[src/rtl/data_sram_ctrl.sv]
// data_sram_ctrl: turns one MEM-stage load/store into a single sram-like bus
// transaction, aligns store data, extends load data and stalls MEM until done.
module data_sram_ctrl (
  input  logic        clk,
  input  logic        rst,
  input  logic        mem_valid,
  input  logic [2:0]  load_store_mem,
  input  logic        load_unsigned_mem,
  input  logic [31:0] addr_mem,
  input  logic [31:0] rdata2_mem,
  input  logic        mem_flush,
  input  logic        mem_hold,
  output logic        data_req,
  output logic        data_wr,
  output logic [1:0]  data_size,
  output logic [31:0] data_addr,
  output logic [3:0]  data_wstrb,
  output logic [31:0] data_wdata,
  input  logic        data_addr_ok,
  input  logic        data_data_ok,
  input  logic [31:0] data_rdata,
  output logic        mem_stall,
  output logic [31:0] load_result,
  output logic        exc_adel,
  output logic        exc_ades,
  output logic [31:0] bad_vaddr
);

  // state  | meaning
  // IDLE   | no transaction; an aligned, unflushed access issues from here
  // REQ    | data_req high, waiting for addr_ok
  // WAIT   | address accepted, waiting for data_ok
  // DONE   | load_result presented; held here while mem_hold is set
  localparam logic [1:0] S_IDLE = 2'd0;
  localparam logic [1:0] S_REQ  = 2'd1;
  localparam logic [1:0] S_WAIT = 2'd2;
  localparam logic [1:0] S_DONE = 2'd3;

  logic [1:0]  state;
  logic [1:0]  state_nxt;
  logic        discard;
  logic        unsigned_q;

  logic        is_store;
  logic        op_valid;
  logic [1:0]  off;
  logic        misaligned;
  logic        access_ok;
  logic        issue;
  logic        in_flight;
  logic        bus_done;
  logic        drop;

  logic [1:0]  size_nxt;
  logic [3:0]  wstrb_nxt;
  logic [31:0] wdata_nxt;
  logic [31:0] shifted;
  logic [31:0] load_ext;

  assign is_store   = load_store_mem[2];
  assign op_valid   = (load_store_mem[1:0] != 2'b00);
  assign off        = addr_mem[1:0];
  assign misaligned = ((load_store_mem[1:0] == 2'b10) && off[0]) ||
                      ((load_store_mem[1:0] == 2'b11) && (off != 2'b00));
  assign access_ok  = mem_valid & op_valid & ~mem_flush;

  assign exc_adel   = access_ok & ~is_store & misaligned;
  assign exc_ades   = access_ok & is_store & misaligned;
  assign bad_vaddr  = addr_mem;

  assign issue      = (state == S_IDLE) & access_ok & ~misaligned;
  assign in_flight  = (state == S_REQ) | (state == S_WAIT);
  assign bus_done   = ((state == S_REQ) & data_addr_ok & data_data_ok) |
                      ((state == S_WAIT) & data_data_ok);
  // A flush on the completing cycle itself must also discard the result.
  assign drop       = discard | mem_flush;

  assign data_req   = (state == S_REQ);
  assign mem_stall  = issue | in_flight;

  always_comb begin
    size_nxt  = 2'd0;
    wstrb_nxt = 4'b0000;
    wdata_nxt = rdata2_mem;
    case (load_store_mem[1:0])
      2'b01: begin
        size_nxt  = 2'd0;
        wstrb_nxt = 4'b0001 << off;
      end
      2'b10: begin
        size_nxt  = 2'd1;
        wstrb_nxt = 4'b0011 << off;
      end
      2'b11: begin
        size_nxt  = 2'd2;
        wstrb_nxt = 4'b1111;
      end
      default: begin
        size_nxt  = 2'd0;
        wstrb_nxt = 4'b0000;
      end
    endcase
    if (!is_store) begin
      wstrb_nxt = 4'b0000;
    end
    if (load_store_mem[1:0] != 2'b11) begin
      case (off)
        2'd1:    wdata_nxt = {rdata2_mem[23:0], 8'h00};
        2'd2:    wdata_nxt = {rdata2_mem[15:0], 16'h0000};
        2'd3:    wdata_nxt = {rdata2_mem[7:0], 24'h000000};
        default: wdata_nxt = rdata2_mem;
      endcase
    end
  end

  assign shifted = data_rdata >> {data_addr[1:0], 3'b000};

  always_comb begin
    case (data_size)
      2'd0: begin
        if (unsigned_q) load_ext = {24'h000000, shifted[7:0]};
        else            load_ext = {{24{shifted[7]}}, shifted[7:0]};
      end
      2'd1: begin
        if (unsigned_q) load_ext = {16'h0000, shifted[15:0]};
        else            load_ext = {{16{shifted[15]}}, shifted[15:0]};
      end
      default: load_ext = shifted;
    endcase
  end

  always_comb begin
    state_nxt = state;
    case (state)
      S_IDLE: begin
        if (issue) state_nxt = S_REQ;
      end
      S_REQ: begin
        if (data_addr_ok && data_data_ok) state_nxt = drop ? S_IDLE : S_DONE;
        else if (data_addr_ok)            state_nxt = S_WAIT;
      end
      S_WAIT: begin
        if (data_data_ok) state_nxt = drop ? S_IDLE : S_DONE;
      end
      S_DONE: begin
        if (mem_flush || !mem_hold) state_nxt = S_IDLE;
      end
      default: state_nxt = S_IDLE;
    endcase
  end

  always_ff @(posedge clk) begin
    if (rst) begin
      state       <= S_IDLE;
      discard     <= 1'b0;
      unsigned_q  <= 1'b0;
      data_wr     <= 1'b0;
      data_size   <= 2'd0;
      data_addr   <= 32'h0;
      data_wstrb  <= 4'b0000;
      data_wdata  <= 32'h0;
      load_result <= 32'h0;
    end else begin
      state <= state_nxt;
      if (issue) begin
        data_wr    <= is_store;
        data_size  <= size_nxt;
        data_addr  <= addr_mem;
        data_wstrb <= wstrb_nxt;
        data_wdata <= wdata_nxt;
        unsigned_q <= load_unsigned_mem;
      end
      if (bus_done) begin
        discard <= 1'b0;
      end else if (in_flight && mem_flush) begin
        discard <= 1'b1;
      end
      if (bus_done && !drop && !data_wr) begin
        load_result <= load_ext;
      end
    end
  end

endmodule

[config.mk]
export PLATFORM = sky130hd
export DESIGN_NAME = data_sram_ctrl
export DESIGN_NICKNAME = d
export VERILOG_FILES = /design/src/rtl/data_sram_ctrl.sv
export SDC_FILE = /design/constraint.sdc
export NUM_CORES = 1
export LEC_CHECK = 0
export CORE_MARGIN = 2
export CORE_UTILIZATION = 30
export DETAILED_ROUTE_END_ITERATION = 6
export PLACE_DENSITY = 0.71
export SLEW_MARGIN = 30
export SYNTH_ARGS = -nofsm -noshare
export SYNTH_HDL_FRONTEND = slang
export SYNTH_SLANG_ARGS = --single-unit
[constraint.sdc]
create_clock -name clk -period 1.9 [get_ports clk]
set_clock_uncertainty 0.1 [all_clocks]
set_input_delay 0.38 -clock clk [delete_from_list [all_inputs] [get_ports clk]]
set_output_delay 0.38 -clock clk [all_outputs]
set_load 0.05 [all_outputs]
==> flow_metrics.tcl <==
set metrics [dict create \
    hold-path-cell-count 3 \
    hp-start "addr_mem[1]" \
    critical_path_required_ns 1.42 \
    async_reset_ff_share_pct 0 \
    hold_path.class "in2reg" \
    rsz0062_at_grt "no" \
    port_buffers 245 \
    gpl.final_weighted_congestion 0.8453 \
    largest_net_degree_at_the_start_of_global_routing 42 \
    report.power.total_mw 6.853 \
    synth_flop_cell "sky130_fd_sc_hd__dfxtp_1" \
    final-hold-violation-count 0 \
    setup.worst_path.start_class "primary input" \
    clock_insertion_delay_worst_skew_ns 0.35 \
    min_delay_worst_endpoint "data_addr[1]$_SDFFE_PP0P_" \
    post-route-worst-setup-slack_ns 0.03235 \
    crit_fanout 3 \
    synth_seq_area_share_pct 38.38 \
    arrival_ns 1.39 \
    worstSetupPathType "in2out" \
    post_synth_mux_area_share_pct 6.613 \
    post_synth_cell_types 54 \
    die_y_um 140.4 \
    maxClockFrequency_mhz 535.4 \
    cts-buffers-inserted 9 \
    coreArea_um2 18090 \
    post_cts_hold_buffer_count 0 \
    ffs_latches_synth 107 \
    layout_worst_path_cycle_share_pct 98.30 \
    depth_of_the_cts_h_tree 3 \
    static-leakage-power_nw 3.510 \
    final_antenna_diode_count 0 \
    yosysWarningCount 0 \
    avgRoutedWirePerCell_um 16.46 \
    dr.first_iter.drc_count 191 \
    finalSetupTns_ns 0 \
    yosysTopAreaCellShare_pct 38.38 \
    postLayoutCellArea_um2 8930 \
    avgViaCountPerCell 4.965 \
    placementRows 49 \
    cpMaxStageDelayCell "sky130_fd_sc_hd__dlygate4sd2_1" \
    global_route_wire_length_before_repair_mm 29.59 \
    routed-via-count 5710 \
    initial_core_util_pct 30.86 \
    cts.path.max_buffers 2 \
    clk_pin_slew_worst_paths_ns 0.07 \
    critical_path.top_delay_family "buffers and inverters" \
    worstPathCellList "dlygate4sd2_1 -> nor3b_4 -> buf_6 -> and3_4 -> buf_12" \
    grt_antenna_before_repair 0 \
    ir_drop_mv 0.4769 \
    dieArea_um2 19710 \
    dominant_combinational_cell_family_by_area_after_synthesis "simple AND/OR/NAND/NOR gates" \
    worstPathBufferInverterCount 3 \
    sequential_cell_area_um2 2147 \
    reg2regPathDepth 8 \
    p_per_area_nw_per_um2 767.4 \
    clock_sink_count 107 \
    fin_nets 1031 \
    postRouteWirelength_mm 18.93 \
    reg2reg_slack_ns 0.08 \
    ctsRootBufferMaster "sky130_fd_sc_hd__clkbuf_16" \
    via_count_of_the_first_global_routing_pass 5630 \
    synthAdderAreaFrac_pct 1.793 \
    track_usage_pct 18.82 \
    post_synth_and_or_nand_nor_area_fraction_pct 21.21 \
    critical_path.reg2reg.startpoint "state[0]$_SDFFE_PP0P_" \
    result_of_the_run "complete, no violations" \
    avgSynthCellArea_um2 8.113 \
    antenna_violation_net_count_after_detailed_routing 0 \
    timing.max_slew.rel_slack_pct 64.25 \
    netlist.top_cell.by_area "sky130_fd_sc_hd__dfxtp_1" \
    synth_top_cells_by_area "sky130_fd_sc_hd__dfxtp_1, sky130_fd_sc_hd__nand2_1, sky130_fd_sc_hd__a21oi_1" \
    transition_time_at_the_pin_with_the_least_slew_margin_ns 0.5362 \
    multi_input_area_um2 2950 \
    post_synth_most_frequent_cells "sky130_fd_sc_hd__nand2_1, sky130_fd_sc_hd__dfxtp_1, sky130_fd_sc_hd__a21oi_1, sky130_fd_sc_hd__nor2_1, sky130_fd_sc_hd__buf_4" \
    synth_enable_flop_cells 0 \
    syn_to_final_growth_pct 59.99 \
    post_dp_cell_area_um2 8512 \
    die_width_um 140.4 \
    drt_pre_antenna_iters 5 \
    worst_setup_end_kind "output pin" \
    final_critical_delay_including_setup_and_external_delays_ns 1.868 \
    synthesis.instances 688 \
    max_stage_delay_ns 0.30 \
    residual_overflow_from_global_routing 0 \
    synth_most_common_cell "sky130_fd_sc_hd__nand2_1" \
    io_pins 246 \
    max_cap_violations 0 \
    yosys.area_share.xor_xnor_pct 0 \
    fillers 1678 \
    final-setup-viol-count 0 \
    reg2reg_to "load_result[27]$_SDFFE_PP0P_" \
    tritoncts "yes" \
    synth.cell_area_um2 5582 \
    synth_compound_gate_area_share_pct 21.09 \
    layout-drive-gt1-share_pct 30.40 \
    dp.final_hpwl_mm 14.44 \
    finalMaxSlewViolations 0 \
    route.detailed.drc 0 \
    synthesis.nets 803 \
    place_worst_setup_slack_ns -0.5990 \
]
[routing by layer]
layer  up-vias  share of wire, %  GRT usage (%)
li1       2805                 -              -
met4         0               1.3          5.210
met5         -                 0              0
met3        15               9.0          6.530
met2       243                49          32.79
met1      2647                40          21.97
[worst max-delay path by stage]
stage	startpoint	endpoint	slack, ns	cells after the start
2_1_floorplan	load_store_mem[0]	mem_stall	0.0008	6
3_3_place_gp	load_store_mem[1]	data_addr[30]$_SDFFE_PP0P_	-0.55	9
3_5_place_dp	load_store_mem[1]	data_addr[29]$_SDFFE_PP0P_	-0.60	9
4_1_cts	state[0]$_SDFFE_PP0P_	load_result[0]$_SDFFE_PP0P_	0.0009	8
5_1_grt	state[0]$_SDFFE_PP0P_	load_result[22]$_SDFFE_PP0P_	0.002	8
6_report	mem_flush	exc_ades	0.03	5
[logic make-up (layout without fill, tap and decap cells)]
group | Yosys count | after routing
buffers and inverters | 105 | 338
AOI/OAI and AO/OA | 174 | 174
DFF | 107 | 107
muxes | 35 | 35
adders and majority gates | 8 | 8
and+or+nand+nor | 259 | 259
[area by class of cell]
| class | instances | area share [%] |
|---|---|---|
| clock inverters | 6 | 0.5324 |
| multi-input cells | 476 | 33.04 |
| flip-flops and latches | 107 | 24.04 |
| repair buffers | 305 | 35.76 |
| clock buffers | 10 | 2.676 |
| well taps | 229 | 3.209 |
| inverters | 17 | 0.7426 |
[cells in the final DEF, fill, tap and decap left out, types with 3 or more instances in the layout]
| master | n |
|---|---|
| sky130_fd_sc_hd__ha_1 | 3 |
| sky130_fd_sc_hd__nand2b_1 | 3 |
| sky130_fd_sc_hd__o21a_1 | 7 |
| sky130_fd_sc_hd__clkdlybuf4s50_1 | 98 |
| sky130_fd_sc_hd__o21ai_0 | 8 |
| sky130_fd_sc_hd__nor2b_1 | 5 |
| sky130_fd_sc_hd__nand2_1 | 128 |
| sky130_fd_sc_hd__inv_1 | 13 |
| sky130_fd_sc_hd__a211oi_2 | 10 |
| sky130_fd_sc_hd__dlygate4sd2_1 | 3 |
| sky130_fd_sc_hd__nand3b_1 | 14 |
| sky130_fd_sc_hd__inv_2 | 3 |
| sky130_fd_sc_hd__ha_4 | 4 |
| sky130_fd_sc_hd__a32oi_1 | 8 |
| sky130_fd_sc_hd__buf_6 | 3 |
| sky130_fd_sc_hd__mux2i_1 | 20 |
| sky130_fd_sc_hd__a2bb2oi_1 | 6 |
| sky130_fd_sc_hd__buf_12 | 50 |
| sky130_fd_sc_hd__nor3_2 | 3 |
| sky130_fd_sc_hd__dfxtp_2 | 4 |
| sky130_fd_sc_hd__and2_1 | 7 |
| sky130_fd_sc_hd__nor2_1 | 56 |
| sky130_fd_sc_hd__nor3_1 | 17 |
| sky130_fd_sc_hd__dfxtp_1 | 103 |
| sky130_fd_sc_hd__nand3_1 | 9 |
| sky130_fd_sc_hd__clkbuf_16 | 10 |
| sky130_fd_sc_hd__buf_4 | 147 |
| sky130_fd_sc_hd__a211oi_1 | 20 |
| sky130_fd_sc_hd__mux2_2 | 15 |
| sky130_fd_sc_hd__a21oi_1 | 79 |
| sky130_fd_sc_hd__o211ai_1 | 16 |
[per-stage QoR]
step | util, % | cells | hold WS, ns
floorplan | - | 688 | 0.3603
global placement | 47.06 | 1131 | 0.3397
detailed placement | 47.06 | 1131 | 0.3468
CTS | 49.09 | 1149 | 0.2327
global route | 49.37 | 1150 | 0.2687
finish | 49.37 | 1150 | 0.2573
[timing repair]
item,4_1_cts,5_1_grt
pin swaps,6,2
setup buffers,2,0
gates resized for setup,30,11
setup endpoints to repair,80,36
cloned,0,1
[worst reg2reg max path: cells and delay by family, from the launching register on]
| kind | cells | cell delay [ns] |
|---|---|---|
| buffers and inverters | 3 | 0.42 |
| AND/OR/NAND/NOR | 2 | 0.37 |
| adder cells (fa/ha/maj) | 1 | 0.23 |
| flip-flops | 1 | 0.35 |
| AO/OA/AOI/OAI | 2 | 0.26 |
[registers in the layout, summed over array words and instances (netlist names)]
name         flops
data_addr       32
data_size        2
data_wdata      32
data_wr          1
data_wstrb       4
discard          1
load_result     32
state            2
unsigned_q       1
[power breakdown]
part           internal (mW)  switching [mW]
sequential              2.41           0.113
clock                  0.938           0.904
combinational           1.03            1.45
(Power assumes the default switching activity.)
